**config.mk**
```make
export PLATFORM = sky130hd
export DESIGN_NAME = mem_lsu
export DESIGN_NICKNAME = d
export VERILOG_FILES = /design/src/rtl/mem_lsu.sv
export SDC_FILE = /design/constraint.sdc
export NUM_CORES = 1
export LEC_CHECK = 0
export ABC_AREA = 1
export BUFFER_PORTS_ARGS = -buffer_cell sky130_fd_sc_hd__buf_2
export CORE_MARGIN = 2
export CORE_UTILIZATION = 40
export CTS_CLUSTER_DIAMETER = 30
export DETAILED_ROUTE_END_ITERATION = 8
export GPL_TIMING_DRIVEN = 1
export PLACE_DENSITY = 0.76
export REMOVE_ABC_BUFFERS = 1
export SLEW_MARGIN = 20
export SYNTH_ARGS = -nofsm -noshare
export SYNTH_HDL_FRONTEND = slang
export SYNTH_SLANG_ARGS = --single-unit
```
**constraint.sdc**
```tcl
create_clock -name clk -period 1.5 [get_ports clk]
set_input_delay 0.225 -clock clk [delete_from_list [all_inputs] [get_ports clk]]
set_output_delay 0.225 -clock clk [all_outputs]
set_load 0.01 [all_outputs]
```
**src/rtl/mem_lsu.sv**
```systemverilog
// mem_lsu: MEM stage of the RV32I pipeline.
//   Issues load/store accesses on a req/ack data bus, steers byte/half lanes, sign/zero-extends
//   load data and registers the write-back result for WB (this module is the MEM/WB register).
//   hold_flag_o freezes upstream stages while an access is outstanding.
//
// Parameters
//   TIMEOUT  BUS-state cycles without ack_i before the access is aborted (8-bit counter,
//            0 disables the timeout)
//
// Optional feature (macro LSU_MISALIGN_TRAP_EN)
//   defined   : misaligned half/word accesses issue no bus cycle and pulse misalign_o
//   undefined : misalign_o is 0 and misaligned accesses go to the aligned word/half
//
// Ports
//   clk, rst                    clock (rising edge), synchronous active-high reset
//   inst_i                      instruction, funct3 = inst_i[14:12] selects size/sign
//   rd_addr_i/rd_data_i/rd_wen_i  destination register info from EX
//   mem_addr_i/mem_data_i       byte address, store data (unaligned in low bits)
//   mem_we_i/mem_re_i           store/load request (store wins if both set)
//   req_o/we_o/addr_o/wdata_o/wstrb_o  data bus request side, held until ack_i
//   rdata_i/ack_i               data bus response side
//   rd_addr_o/rd_data_o/rd_wen_o  write-back result to WB
//   hold_flag_o                 combinational stall request
//   bus_err_o                   one-cycle pulse on timeout abort
//   misalign_o                  one-cycle pulse on misaligned access
module mem_lsu #(
  parameter int unsigned TIMEOUT = 255
) (
  input  logic        clk,
  input  logic        rst,
  input  logic [31:0] inst_i,
  input  logic [4:0]  rd_addr_i,
  input  logic [31:0] rd_data_i,
  input  logic        rd_wen_i,
  input  logic [31:0] mem_addr_i,
  input  logic [31:0] mem_data_i,
  input  logic        mem_we_i,
  input  logic        mem_re_i,
  output logic        req_o,
  output logic        we_o,
  output logic [31:0] addr_o,
  output logic [31:0] wdata_o,
  output logic [3:0]  wstrb_o,
  input  logic [31:0] rdata_i,
  input  logic        ack_i,
  output logic [4:0]  rd_addr_o,
  output logic [31:0] rd_data_o,
  output logic        rd_wen_o,
  output logic        hold_flag_o,
  output logic        bus_err_o,
  output logic        misalign_o
);

  typedef enum logic [0:0] {StIdle, StBus} state_e;

  localparam bit          TimeoutEn   = (TIMEOUT != 0);
  localparam logic [7:0]  TimeoutLast = 8'(TIMEOUT - 1);

  // State and registered outputs
  state_e      r_state;
  logic        r_req, r_we, r_rd_wen, r_bus_err, r_misalign;
  logic [31:0] r_addr, r_wdata, r_rd_data;
  logic [3:0]  r_wstrb;
  logic [4:0]  r_rd_addr;
  // Access context captured on BUS entry, used when the ack arrives
  logic [2:0]  r_f3;
  logic [1:0]  r_off;
  logic [4:0]  r_ld_rd_addr;
  logic        r_ld_rd_wen;
  logic [7:0]  r_cnt;

  // Next-state values
  state_e      w_state_d;
  logic        w_req_d, w_we_d, w_rd_wen_d, w_bus_err_d, w_misalign_d;
  logic [31:0] w_addr_d, w_wdata_d, w_rd_data_d;
  logic [3:0]  w_wstrb_d;
  logic [4:0]  w_rd_addr_d;
  logic [2:0]  w_f3_d;
  logic [1:0]  w_off_d;
  logic [4:0]  w_ld_rd_addr_d;
  logic        w_ld_rd_wen_d;
  logic [7:0]  w_cnt_d;
  logic        w_hold;

  logic [2:0]  w_f3;
  logic [1:0]  w_off;
  logic        w_mem_op, w_f3_ok, w_misalign, w_start;
  logic [3:0]  w_st_strb;
  logic [31:0] w_st_data;
  logic [7:0]  w_ld_byte;
  logic [15:0] w_ld_half;
  logic [31:0] w_ld_data;
  logic        w_unused_inst;

  assign w_f3          = inst_i[14:12];
  assign w_off         = mem_addr_i[1:0];
  assign w_mem_op      = mem_we_i | mem_re_i;
  assign w_unused_inst = ^{inst_i[31:15], inst_i[11:0]};

  // Stores accept SB/SH/SW; loads accept LB/LH/LW/LBU/LHU
  always_comb begin
    w_f3_ok = 1'b0;
    if (mem_we_i) begin
      w_f3_ok = (w_f3 == 3'b000) || (w_f3 == 3'b001) || (w_f3 == 3'b010);
    end else begin
      w_f3_ok = (w_f3 == 3'b000) || (w_f3 == 3'b001) || (w_f3 == 3'b010) ||
                (w_f3 == 3'b100) || (w_f3 == 3'b101);
    end
  end

`ifdef LSU_MISALIGN_TRAP_EN
  assign w_misalign = w_mem_op && w_f3_ok &&
                      (((w_f3[1:0] == 2'b01) && w_off[0]) ||
                       ((w_f3[1:0] == 2'b10) && (w_off != 2'b00)));
`else
  assign w_misalign = 1'b0;
`endif

  assign w_start = w_mem_op && w_f3_ok && !w_misalign;

  // Store lane steering: replicate the narrow datum across all lanes, strobe picks the lane
  always_comb begin
    w_st_strb = 4'b1111;
    w_st_data = mem_data_i;
    case (w_f3[1:0])
      2'b00: begin
        w_st_strb = 4'b0001 << w_off;
        w_st_data = {4{mem_data_i[7:0]}};
      end
      2'b01: begin
        w_st_strb = 4'b0011 << {w_off[1], 1'b0};
        w_st_data = {2{mem_data_i[15:0]}};
      end
      default: ;
    endcase
  end

  // Load lane extraction from the captured offset/funct3
  always_comb begin
    w_ld_byte = rdata_i[7:0];
    case (r_off)
      2'd1:    w_ld_byte = rdata_i[15:8];
      2'd2:    w_ld_byte = rdata_i[23:16];
      2'd3:    w_ld_byte = rdata_i[31:24];
      default: w_ld_byte = rdata_i[7:0];
    endcase
    w_ld_half = r_off[1] ? rdata_i[31:16] : rdata_i[15:0];
    case (r_f3)
      3'b000:  w_ld_data = {{24{w_ld_byte[7]}}, w_ld_byte};
      3'b001:  w_ld_data = {{16{w_ld_half[15]}}, w_ld_half};
      3'b100:  w_ld_data = {24'd0, w_ld_byte};
      3'b101:  w_ld_data = {16'd0, w_ld_half};
      default: w_ld_data = rdata_i;
    endcase
  end

  // Next-state / output logic
  always_comb begin
    w_state_d      = r_state;
    w_req_d        = r_req;
    w_we_d         = r_we;
    w_addr_d       = r_addr;
    w_wdata_d      = r_wdata;
    w_wstrb_d      = r_wstrb;
    w_rd_addr_d    = r_rd_addr;
    w_rd_data_d    = r_rd_data;
    w_rd_wen_d     = r_rd_wen;
    w_bus_err_d    = 1'b0;
    w_misalign_d   = 1'b0;
    w_f3_d         = r_f3;
    w_off_d        = r_off;
    w_ld_rd_addr_d = r_ld_rd_addr;
    w_ld_rd_wen_d  = r_ld_rd_wen;
    w_cnt_d        = r_cnt;
    w_hold         = 1'b0;
    unique case (r_state)
      StIdle: begin
        if (w_start) begin
          w_hold         = 1'b1;
          w_state_d      = StBus;
          w_req_d        = 1'b1;
          w_we_d         = mem_we_i;
          w_addr_d       = {mem_addr_i[31:2], 2'b00};
          w_wdata_d      = mem_we_i ? w_st_data : 32'd0;
          w_wstrb_d      = mem_we_i ? w_st_strb : 4'd0;
          w_rd_wen_d     = 1'b0;
          w_f3_d         = w_f3;
          w_off_d        = w_off;
          w_ld_rd_addr_d = rd_addr_i;
          w_ld_rd_wen_d  = rd_wen_i;
          w_cnt_d        = 8'd0;
        end else if (w_mem_op) begin
          // Unsupported funct3 or misaligned: drop the access, no write-back
          w_rd_wen_d   = 1'b0;
          w_misalign_d = w_misalign;
        end else begin
          w_rd_addr_d = rd_addr_i;
          w_rd_data_d = rd_data_i;
          w_rd_wen_d  = rd_wen_i;
        end
      end
      StBus: begin
        w_hold = ~ack_i;
        if (ack_i) begin
          w_req_d   = 1'b0;
          w_state_d = StIdle;
          if (!r_we) begin
            w_rd_data_d = w_ld_data;
            w_rd_addr_d = r_ld_rd_addr;
            w_rd_wen_d  = r_ld_rd_wen;
          end else begin
            w_rd_wen_d = 1'b0;
          end
        end else if (TimeoutEn && (r_cnt == TimeoutLast)) begin
          w_req_d     = 1'b0;
          w_bus_err_d = 1'b1;
          w_rd_wen_d  = 1'b0;
          w_state_d   = StIdle;
        end else if (TimeoutEn) begin
          w_cnt_d = r_cnt + 8'd1;
        end
      end
      default: w_state_d = StIdle;
    endcase
  end

  always_ff @(posedge clk) begin
    if (rst) begin
      r_state      <= StIdle;
      r_req        <= 1'b0;
      r_we         <= 1'b0;
      r_addr       <= 32'd0;
      r_wdata      <= 32'd0;
      r_wstrb      <= 4'd0;
      r_rd_addr    <= 5'd0;
      r_rd_data    <= 32'd0;
      r_rd_wen     <= 1'b0;
      r_bus_err    <= 1'b0;
      r_misalign   <= 1'b0;
      r_f3         <= 3'd0;
      r_off        <= 2'd0;
      r_ld_rd_addr <= 5'd0;
      r_ld_rd_wen  <= 1'b0;
      r_cnt        <= 8'd0;
    end else begin
      r_state      <= w_state_d;
      r_req        <= w_req_d;
      r_we         <= w_we_d;
      r_addr       <= w_addr_d;
      r_wdata      <= w_wdata_d;
      r_wstrb      <= w_wstrb_d;
      r_rd_addr    <= w_rd_addr_d;
      r_rd_data    <= w_rd_data_d;
      r_rd_wen     <= w_rd_wen_d;
      r_bus_err    <= w_bus_err_d;
      r_misalign   <= w_misalign_d;
      r_f3         <= w_f3_d;
      r_off        <= w_off_d;
      r_ld_rd_addr <= w_ld_rd_addr_d;
      r_ld_rd_wen  <= w_ld_rd_wen_d;
      r_cnt        <= w_cnt_d;
    end
  end

  assign req_o       = r_req;
  assign we_o        = r_we;
  assign addr_o      = r_addr;
  assign wdata_o     = r_wdata;
  assign wstrb_o     = r_wstrb;
  assign rd_addr_o   = r_rd_addr;
  assign rd_data_o   = r_rd_data;
  assign rd_wen_o    = r_rd_wen;
  assign hold_flag_o = w_hold;
  assign bus_err_o   = r_bus_err;
  assign misalign_o  = r_misalign;

endmodule

```
==> run metrics <==
CP startpoint=r_state; Num Clock Sinks=127; fin crit period=1480 ps; # IOs=282; overall global routing resource usage=23.1%; Mapped Avg Cell Area=7.19 um^2; Critical Path AT=1260 ps; Ys Warns=0; CTS tree=built; Max Slew Vio Count=0; reg2reg setup slack=60 ps; Initial DRC Count=422; Max Fclk=674 MHz; post-synthesis sequential area ratio=43.6%; largest net degree at the start of global routing=52; most frequent cells in the layout=buf_2, o21ai_0, dfxtp_1, nand2_1, nor2_1; vias post-DR=6432; Worst Hold Class=in2reg; die width=125 um; synth-to-layout area growth=40.2%; Num CTS Buffers=17; core area=14400 um^2; global-route wire length before repair=29.1 mm; Crit Path Category=reg2out; Setup crit end=hold_flag_o; Residual DRC=0; clock transition at the registers of the reported paths=60 ps; Worst R2R Start=r_state; crit start category=register; DR pass1 iterations=6; n_diodes=0; Clock Latency Late Sink=420 ps; gr ovfl total=0; status=completed; Leakage=3.96 nW; final cell count without fillers=1266; Worst Skew=12.8 ps; Netlist cell types=40; synthesized area=5830 um^2; Worst EP required=1270 ps; Fillers=1384; Starting Density=40.6%; reg2reg path depth=8; Worst setup EP type=primary output; final net count=1243; max-cap check violation count=0; cells after synthesis=811; root buffer cell=clkbuf_16; Avg WL per Cell=14.6 um; die footprint=15600 um^2; HPWL Detailed=12.9 mm; cell area power density=1240 nW/um^2; Finished Core Util=56.9%; Yosys reg bits=127; Post-Route WL=18.5 mm; placed insts=1224; commonest non-fill, non-tap cell in the layout=buf_2; cell row count=44; Port Buf Inserts=249; number of global-route vias before repair=5856; RSZ-0062 raised after global routing=yes; initial antenna violation count=0; post-route ant nets=0; RePlAce Congestion=0.821; Tcrit/Tclk final=98.9%; H-tree depth=4; routed vias/inst=5.08; fraction of layout cells with a size suffix above 1=34.9%; DIE HEIGHT=125 um; worst reg2reg path endpoint=rd_data_o[28]; Hold Vio Cnt, Final=0; Peak VDD IR=743 uV; hold buffer count at cts=0; Setup-failing EPs final=0; Longest Clk Path Bufs=2; Max FO, Critical Path=4
## synth_stat cells (all sizes together)
cell type  number  area share (%)
o21ai         140              12
nand2         128             8.5
dfxtp         127              44
nor2          118             8.1
a21oi          96             8.4
inv            44             2.9
nand3          39             3.4
buf            36             3.9
clkbuf         24             1.5
or2            18             1.9
o211ai          7            0.90
nand4           6            0.90
nand3b          5            0.71
o22ai           4            0.43
a22oi           3            0.39
mux2i           3            0.52
o221ai          3            0.45
a21o            2            0.26
ha              2            0.43
a31oi           1            0.11
conb            1           0.064
nor3            1           0.086
o2111ai         1            0.15
o21bai          1            0.13
xor2            1            0.15
## critical path: stages (launching register included)
cell and delay [ps]:
dfxtp_4 400, inv_4 50, nor2_4 170, inv_2 70, nand2_4 60, buf_6 90
## how the worst min path moves through the flow
| stage | start | endpoint | slack [ps] | cells after the start |
|---|---|---|---|---|
| floorplan | rst | r_cnt[1] | 290 | 1 |
| global placement | wdata_o[13] | wdata_o[13] | 430 | 2 |
| detailed placement | wdata_o[0] | wdata_o[0] | 430 | 2 |
| CTS | rst | rd_wen_o | 3 | 2 |
| global route | rst | rd_wen_o | 10 | 2 |
| finish | rst | rd_wen_o | 30 | 2 |
## cells by family (layout without fill, tap and decap cells)
| kind of cell | count (synthesis) | in the layout | share of synthesized area (%) |
|---|---|---|---|
| xor+xnor | 1 | 1 | 0.150 |
| compound gates | 258 | 258 | 23.3 |
| flops | 127 | 127 | 43.6 |
| simple gates | 315 | 315 | 23.6 |
| mux | 3 | 3 | 0.515 |
| other cells | 1 | 3 | 0.0643 |
| fa+ha+maj | 2 | 2 | 0.429 |
| buf+inv | 104 | 373 | 8.28 |
## cell type report
cell class,instances,area [um^2],area share [%]
clock inverters,11,165,2.02
flip-flops and latches,127,2550,31.2
clock buffers,20,447,5.46
repair buffers,298,1740,21.3
inverters,44,179,2.19
multi-input cells,582,2860,35.0
well taps,184,230,2.82
## stage by stage
stage / setup TNS (ps) / total power, mW / hold WS [ps] / instance area (um^2) / setup WS (ps)
3_3_place_gp: 0 / 5.77 / 435 / 7380 / 20.0
6_report: 0 / 10.2 / 26.8 / 8170 / 16.6
2_1_floorplan: -119570 / 4.87 / 294 / 5520 / -1620
5_1_grt: -217 / 10.7 / 12.3 / 8170 / -50.4
3_5_place_dp: -53.9 / 5.81 / 434 / 7380 / -34.9
4_1_cts: 0 / 10.2 / 3.31 / 8030 / 16.5
## flip-flops by register name, summed over array words and instances (netlist names), 2 cells and up
| signal | count |
|---|---|
| addr_o | 30 |
| r_cnt | 8 |
| r_f3 | 3 |
| r_ld_rd_addr | 5 |
| r_off | 2 |
| rd_addr_o | 5 |
| rd_data_o | 32 |
| wdata_o | 32 |
| wstrb_o | 4 |
## per-layer routing
| layer | routed length (um) | share of wire (%) | up-vias | GRT usage, % |
|---|---|---|---|---|
| met5 | 0 | 0 | - | 0 |
| met4 | 473 | 2.6 | 0 | 9.98 |
| met3 | 1410 | 7.6 | 34 | 6.06 |
| met2 | 8770 | 47 | 246 | 38.3 |
| met1 | 7830 | 42 | 2926 | 28.4 |
| li1 | - | - | 3226 | - |
## report_power, final
| group | total (mW) | internal [mW] | switching (mW) |
|---|---|---|---|
| Combinational | 2.03 | 0.849 | 1.18 |
| Sequential | 3.82 | 3.67 | 0.150 |
| Clock | 4.31 | 2.81 | 1.50 |
| Total | 10.2 | 7.32 | 2.83 |
## timing repair
action                     CTS  global route
buffers inserted             2             8
setup endpoints to repair   15            26
pin swaps                    2             5
gates resized for setup      7            19
cloned                       0             1
No activity file was read; power rests on OpenSTA's default activity.
